### src/rtl/multicycle_control_fsm.sv
// ----------------------------------------------------------------------------
// multicycle_control_fsm
//
// Main controller for a multi-cycle RISC-V style datapath. It steps each
// instruction through fetch / decode / execute / memory / writeback. It drives
// the datapath mux selects and enables, and the ALUOp field that feeds the
// downstream ALU_decoder.
//
// Supported instructions: lw, sw, R-type, I-type ALU, jal, beq.
//
// Almost every output is a Moore decode of the current state. There are two
// exceptions:
//   - PCWrite also uses the ALU zero flag, so that beq can branch.
//   - ImmSrc is decoded from op_code alone and does not depend on the state.
//
// Parameters
//   MEM_LAT   cycles that each memory access state occupies
//             (FETCH, MEMREAD, MEMWRITE). Legal range is 1..15.
//
// Optional build macro
//   ILLEGAL_TRAP_EN   When defined, an unknown opcode in DECODE moves the FSM
//                     into an absorbing ILLEGAL state and sets the sticky
//                     'illegal' flag. When undefined, an unknown opcode is
//                     treated as a NOP: the FSM returns to FETCH and the PC
//                     has already advanced. 'illegal' is then tied to 0.
//
// Ports
//   clk        in   1  system clock, rising edge
//   rst        in   1  asynchronous, active-high reset
//   op_code    in   7  opcode from the instruction register (valid from DECODE)
//   zero       in   1  ALU zero flag
//   PCWrite    out  1  PC register enable
//   AdrSrc     out  1  memory address mux: 0=PC, 1=ALUOut
//   MemWrite   out  1  data memory write enable
//   IRWrite    out  1  instruction/OldPC register enable
//   ResultSrc  out  2  result mux: 00=ALUOut, 01=ReadData, 10=ALUResult
//   ALUSrcA    out  2  A mux: 00=PC, 01=OldPC, 10=rs1
//   ALUSrcB    out  2  B mux: 00=rs2, 01=imm, 10=const 4
//   ALUOp      out  2  to ALU_decoder: 00=add, 01=sub, 10=funct-decoded
//   ImmSrc     out  2  immediate format: 00=I, 01=S, 10=B, 11=J
//   RegWrite   out  1  register file write enable
//   state_o    out  4  current state encoding (debug)
//   illegal    out  1  sticky illegal-opcode flag
// ----------------------------------------------------------------------------
module multicycle_control_fsm #(
    parameter int MEM_LAT = 1
) (
    input  logic       clk,
    input  logic       rst,
    input  logic [6:0] op_code,
    input  logic       zero,
    output logic       PCWrite,
    output logic       AdrSrc,
    output logic       MemWrite,
    output logic       IRWrite,
    output logic [1:0] ResultSrc,
    output logic [1:0] ALUSrcA,
    output logic [1:0] ALUSrcB,
    output logic [1:0] ALUOp,
    output logic [1:0] ImmSrc,
    output logic       RegWrite,
    output logic [3:0] state_o,
    output logic       illegal
);

    typedef enum logic [3:0] {
        S_FETCH    = 4'd0,
        S_DECODE   = 4'd1,
        S_MEMADR   = 4'd2,
        S_MEMREAD  = 4'd3,
        S_MEMWB    = 4'd4,
        S_MEMWRITE = 4'd5,
        S_EXECUTER = 4'd6,
        S_ALUWB    = 4'd7,
        S_EXECUTEI = 4'd8,
        S_JAL      = 4'd9,
        S_BEQ      = 4'd10,
        S_ILLEGAL  = 4'd11
    } state_t;

    localparam logic [6:0] OP_LW    = 7'b0000011;
    localparam logic [6:0] OP_SW    = 7'b0100011;
    localparam logic [6:0] OP_RTYPE = 7'b0110011;
    localparam logic [6:0] OP_ITYPE = 7'b0010011;
    localparam logic [6:0] OP_JAL   = 7'b1101111;
    localparam logic [6:0] OP_BEQ   = 7'b1100011;

    // Terminal count of the wait counter. A memory access state advances on
    // the cycle in which the counter equals this value.
    localparam logic [3:0] LAST_CNT = 4'(MEM_LAT - 1);

    state_t     state_q, state_d;
    logic [3:0] cnt_q, cnt_d;
    logic       wait_done;
    logic       mem_state;
    logic       pc_update;
    logic       branch;

    // ------------------------------------------------------------------
    // State and wait-counter registers
    // ------------------------------------------------------------------
    always_ff @(posedge clk or posedge rst) begin
        if (rst) begin
            state_q <= S_FETCH;
            cnt_q   <= 4'd0;
        end else begin
            state_q <= state_d;
            cnt_q   <= cnt_d;
        end
    end

    assign wait_done = (cnt_q == LAST_CNT);
    assign mem_state = (state_q == S_FETCH) || (state_q == S_MEMREAD) ||
                       (state_q == S_MEMWRITE);

    // ------------------------------------------------------------------
    // Next-state logic
    // ------------------------------------------------------------------
    always_comb begin
        state_d = state_q;

        // The counter only runs while a memory state is held. It drops back
        // to 0 on the cycle that a memory state completes. Non-memory states
        // keep it at 0. As a result, every entry into FETCH, MEMREAD or
        // MEMWRITE starts with a cleared count.
        if (mem_state && !wait_done) begin
            cnt_d = cnt_q + 4'd1;
        end else begin
            cnt_d = 4'd0;
        end

        case (state_q)
            S_FETCH: begin
                if (wait_done) begin
                    state_d = S_DECODE;
                end
            end
            S_DECODE: begin
                case (op_code)
                    OP_LW, OP_SW: state_d = S_MEMADR;
                    OP_RTYPE:     state_d = S_EXECUTER;
                    OP_ITYPE:     state_d = S_EXECUTEI;
                    OP_JAL:       state_d = S_JAL;
                    OP_BEQ:       state_d = S_BEQ;
`ifdef ILLEGAL_TRAP_EN
                    default:      state_d = S_ILLEGAL;
`else
                    // Unknown opcode behaves as a NOP. The PC was already
                    // advanced in FETCH.
                    default:      state_d = S_FETCH;
`endif
                endcase
            end
            // Bit 5 of the opcode separates store (0100011) from load (0000011).
            S_MEMADR:   state_d = op_code[5] ? S_MEMWRITE : S_MEMREAD;
            S_MEMREAD: begin
                if (wait_done) begin
                    state_d = S_MEMWB;
                end
            end
            S_MEMWB:    state_d = S_FETCH;
            S_MEMWRITE: begin
                if (wait_done) begin
                    state_d = S_FETCH;
                end
            end
            S_EXECUTER: state_d = S_ALUWB;
            S_EXECUTEI: state_d = S_ALUWB;
            S_ALUWB:    state_d = S_FETCH;
            S_JAL:      state_d = S_ALUWB;
            S_BEQ:      state_d = S_FETCH;
            S_ILLEGAL:  state_d = S_ILLEGAL;
            default:    state_d = S_FETCH;
        endcase
    end

    // ------------------------------------------------------------------
    // Moore output decode
    // ------------------------------------------------------------------
    always_comb begin
        pc_update = 1'b0;
        branch    = 1'b0;
        AdrSrc    = 1'b0;
        MemWrite  = 1'b0;
        IRWrite   = 1'b0;
        ResultSrc = 2'b00;
        ALUSrcA   = 2'b00;
        ALUSrcB   = 2'b00;
        ALUOp     = 2'b00;
        RegWrite  = 1'b0;

        case (state_q)
            S_FETCH: begin
                // PC + 4 is computed on every fetch cycle. The IR and the
                // PC only capture it once the memory read has settled.
                ALUSrcB   = 2'b10;
                ResultSrc = 2'b10;
                IRWrite   = wait_done;
                pc_update = wait_done;
            end
            S_DECODE: begin
                // Precompute OldPC + imm as the branch/jump target.
                ALUSrcA = 2'b01;
                ALUSrcB = 2'b01;
            end
            S_MEMADR: begin
                ALUSrcA = 2'b10;
                ALUSrcB = 2'b01;
            end
            S_MEMREAD: begin
                AdrSrc = 1'b1;
            end
            S_MEMWB: begin
                ResultSrc = 2'b01;
                RegWrite  = 1'b1;
            end
            S_MEMWRITE: begin
                // A single write strobe, aligned to the end of the access.
                AdrSrc   = 1'b1;
                MemWrite = wait_done;
            end
            S_EXECUTER: begin
                ALUSrcA = 2'b10;
                ALUOp   = 2'b10;
            end
            S_EXECUTEI: begin
                ALUSrcA = 2'b10;
                ALUSrcB = 2'b01;
                ALUOp   = 2'b10;
            end
            S_ALUWB: begin
                RegWrite = 1'b1;
            end
            S_JAL: begin
                // The PC takes the target from ALUOut. OldPC + 4 becomes the
                // link value, which is written back in ALUWB.
                ALUSrcA   = 2'b01;
                ALUSrcB   = 2'b10;
                pc_update = 1'b1;
            end
            S_BEQ: begin
                ALUSrcA = 2'b10;
                ALUOp   = 2'b01;
                branch  = 1'b1;
            end
            default: begin
                // ILLEGAL and unused encodings: every enable stays low.
            end
        endcase
    end

    // zero only matters in BEQ, because branch is low everywhere else.
    assign PCWrite = pc_update | (branch & zero);

    // ------------------------------------------------------------------
    // Immediate format. This is decoded from op_code alone, with no
    // dependence on the state.
    // ------------------------------------------------------------------
    always_comb begin
        case (op_code)
            OP_LW, OP_ITYPE: ImmSrc = 2'b00;
            OP_SW:           ImmSrc = 2'b01;
            OP_BEQ:          ImmSrc = 2'b10;
            OP_JAL:          ImmSrc = 2'b11;
            default:         ImmSrc = 2'b00;
        endcase
    end

    assign state_o = state_q;

    // ------------------------------------------------------------------
    // Sticky illegal flag
    // ------------------------------------------------------------------
`ifdef ILLEGAL_TRAP_EN
    logic illegal_q, illegal_d;

    // ILLEGAL is absorbing, so the flag sets on entry and holds until rst.
    always_comb begin
        illegal_d = illegal_q | (state_d == S_ILLEGAL);
    end

    always_ff @(posedge clk or posedge rst) begin
        if (rst) begin
            illegal_q <= 1'b0;
        end else begin
            illegal_q <= illegal_d;
        end
    end

    assign illegal = illegal_q;
`else
    assign illegal = 1'b0;
`endif

endmodule

### config.mk
export PLATFORM = sky130hd
export DESIGN_NAME = multicycle_control_fsm
export DESIGN_NICKNAME = d
export VERILOG_FILES = /design/src/rtl/multicycle_control_fsm.sv
export SDC_FILE = /design/constraint.sdc
export NUM_CORES = 1
export LEC_CHECK = 0
export ABC_AREA = 1
export BUFFER_PORTS_ARGS = -buffer_cell sky130_fd_sc_hd__buf_2
export CORE_MARGIN = 10
export CORE_UTILIZATION = 45
export DETAILED_ROUTE_END_ITERATION = 10
export PLACE_DENSITY_LB_ADDON = 0.1
export SLEW_MARGIN = 20
export SYNTH_ARGS = -nofsm -noshare
export SYNTH_HDL_FRONTEND = slang
export SYNTH_SLANG_ARGS = --single-unit
### constraint.sdc
create_clock -name clk -period 1.75 [get_ports clk]
set_input_delay 0.35 -clock clk [delete_from_list [all_inputs] [get_ports clk]]
set_output_delay 0.35 -clock clk [all_outputs]
set_load 0.01 [all_outputs]
==> out/qor.csv <==
metric;value;unit
port bufs;28;
pre-CTS WS;0.195;ns
total wire length;1870;microns
status;finished, final reports clean;
global-route layer with the greatest usage;met2;
Final ANT Viol Nets;0;
vias in the first global route;743;
Yosys reg bits;8;
I/O pins;30;
htree depth;1;
total grt overflow;0;
fin worst setup slack;0.0431;ns
pwr/cell area;931;nW/um^2
First-pass DRT Iterations;4;
clock slew at reported path FFs;0.05;ns
CP bufs+invs;3;
fin nets;157;
Clock Tree Buf Depth;2;
die height;59.5;microns
most common cell after layout, fill and taps aside;buf_2;
initial antenna violation count;0;
crit path kind;reg2out;
RSZ-0062 raised after global routing;true;
CP max stage cell;dfrtp_2;
met1 Use GR;12.4;%
Initial DRC Count;27;
endpoint class of the critical path;output pin;
die width;59.5;microns
sequential share of the synthesized area;28.5;%
CP cell instances;inv_2 -> nor2_2 -> inv_1 -> nor2_1 -> a211o_1 -> buf_2;
global-route wire length before repair;3130;microns
sum of negative setup slack;0;ns
global-route usage over all layers;10.7;%
share of cells above drive strength 1;42.0;%
core area;1490;sq um
Design Power;859;uW
Rows;14;
HP Class;in2async;
clock latency on the worst-skew pair;0.25;ns
routed len/inst;11.7;microns
delay-heaviest family, CP;flip-flops;
Yosys warnings;0;
vias per cell;4.99;
Final min period;1.71;ns
Setup violations, final;0;
Post-DP HPWL;1560;microns
Layout area overhead;31.3;%
CP startpoint kind;register;
TritonCTS buffer count;3;
crit path max fanout;6;
Clock Skews;0.00399;ns
reg2reg start;state_o[0];
GP Congestion;0.885;
fin util;62.0;%
M3 GR Usage;3.65;%
CTS Sinks;8;
most frequent cells in the layout;buf_2, nand2_1, nor2_1, inv_1, nand3_1;
Residual DRC;0;
Starting Density;47.2;%
Synth cell types;23;
Syn Inst Count;110;
Diodes inserted;0;
clk root buf;clkbuf_4;
Vias;794;
die area;3540;sq um
syn_area_per_cell;6.39;sq um
Worst IR Drop VDD;345;uV
Worst path max stage delay;0.46;ns
Final period util;97.5;%
Critical Path AT;1.36;ns
Fmax achieved;0.586;GHz
max_cap viols;0;
data required time of the worst path;1.40;ns
Final Slew Violations;0;
Post-Syn Area;703;sq um
GR Util met2;18.1;%
final count of hold timing violations;0;
syn_nets;122;
CTS tree;yes;
Crit. Startpoint;state_o[1];
largest net degree at the start of global routing;10;
static leakage;0.000557;uW
[metal layers]
layer  routed length (microns)  vias to the layer above
li1                          -                      408
met1                       859                      362
met2                       868                       22
met3                       124                        2
met4                        12                        0
met5                         0                        -
[timing repair]
action                                  4_1_cts  5_1_grt
gates cloned                                  0        0
gates resized for setup                       3        7
buffers inserted                              0        2
hold buffers                                  0        0
endpoints found under the setup margin        2        5
pin swaps                                     1        1
[kinds of logic after synthesis]
logic type / count (synthesis) / synth area share (%)
compound gates: 12 / 12.3
other cells: 1 / 0.533
buf+inv: 25 / 14.9
fa+ha+maj: 2 / 3.56
simple gates: 60 / 37.7
flops: 8 / 28.5
xor+xnor: 2 / 2.49
[synth_stat cells]
cell | number | share of area, %
nand2_1 | 21 | 11
nor2_1 | 18 | 9.6
inv_1 | 16 | 8.5
nand3_1 | 9 | 6.4
dfrtp_1 | 8 | 28
inv_2 | 7 | 3.7
nand2_2 | 5 | 4.4
nor2_2 | 4 | 3.6
o21ai_0 | 4 | 2.8
a21oi_1 | 2 | 1.4
ha_1 | 2 | 3.6
nand4_1 | 2 | 1.8
o211ai_1 | 2 | 2.1
a211o_1 | 1 | 1.2
buf_4 | 1 | 1.1
buf_6 | 1 | 1.6
conb_1 | 1 | 0.53
nor3_1 | 1 | 0.71
o21ai_4 | 1 | 2.3
o2bb2ai_1 | 1 | 1.2
o31ai_1 | 1 | 1.1
xnor2_1 | 1 | 1.2
xor2_1 | 1 | 1.2
[layout make-up]
type                            instances  area, sq um
Sequential cell                         8          204
Tap cell                               16         20.0
Multi-Input combinational cell         77          420
Inverter                               23         86.3
Timing Repair Buffer                   32          170
Clock buffer                            3         22.5
Fill cell                             160          566
[through the flow]
stage / std cells / hold slack (ns) / instance area [sq um]
2_1_floorplan: 110 / 0.166 / 703
3_3_place_gp: 154 / 0.302 / 860
3_5_place_dp: 154 / 0.319 / 860
4_1_cts: 157 / 0.0470 / 890
5_1_grt: 159 / 0.0497 / 923
6_report: 159 / 0.0332 / 923
[where the power goes]
group          switching, uW  internal, uW
clock network           58.4          78.2
registers               48.5           206
logic                    280           188
total                    387           472
[worst paths after layout]
kind                                   end  cells past startpoint  slack, ns
worst max-delay path               PCWrite                      6       0.04
worst min-delay path              cnt_q[3]                      2       0.03
worst max register to register  state_o[2]                      9       0.36
worst min register to register    cnt_q[0]                      1       0.48
max in group asynchronous       state_o[1]                      2       1.46
min in group clk                state_o[1]                      4       0.46
[sequential cells by signal, indices dropped and copies added (netlist names)]
name and count:
cnt_q 4, state_o 4
Note: power is estimated with default switching activity, not from simulation.
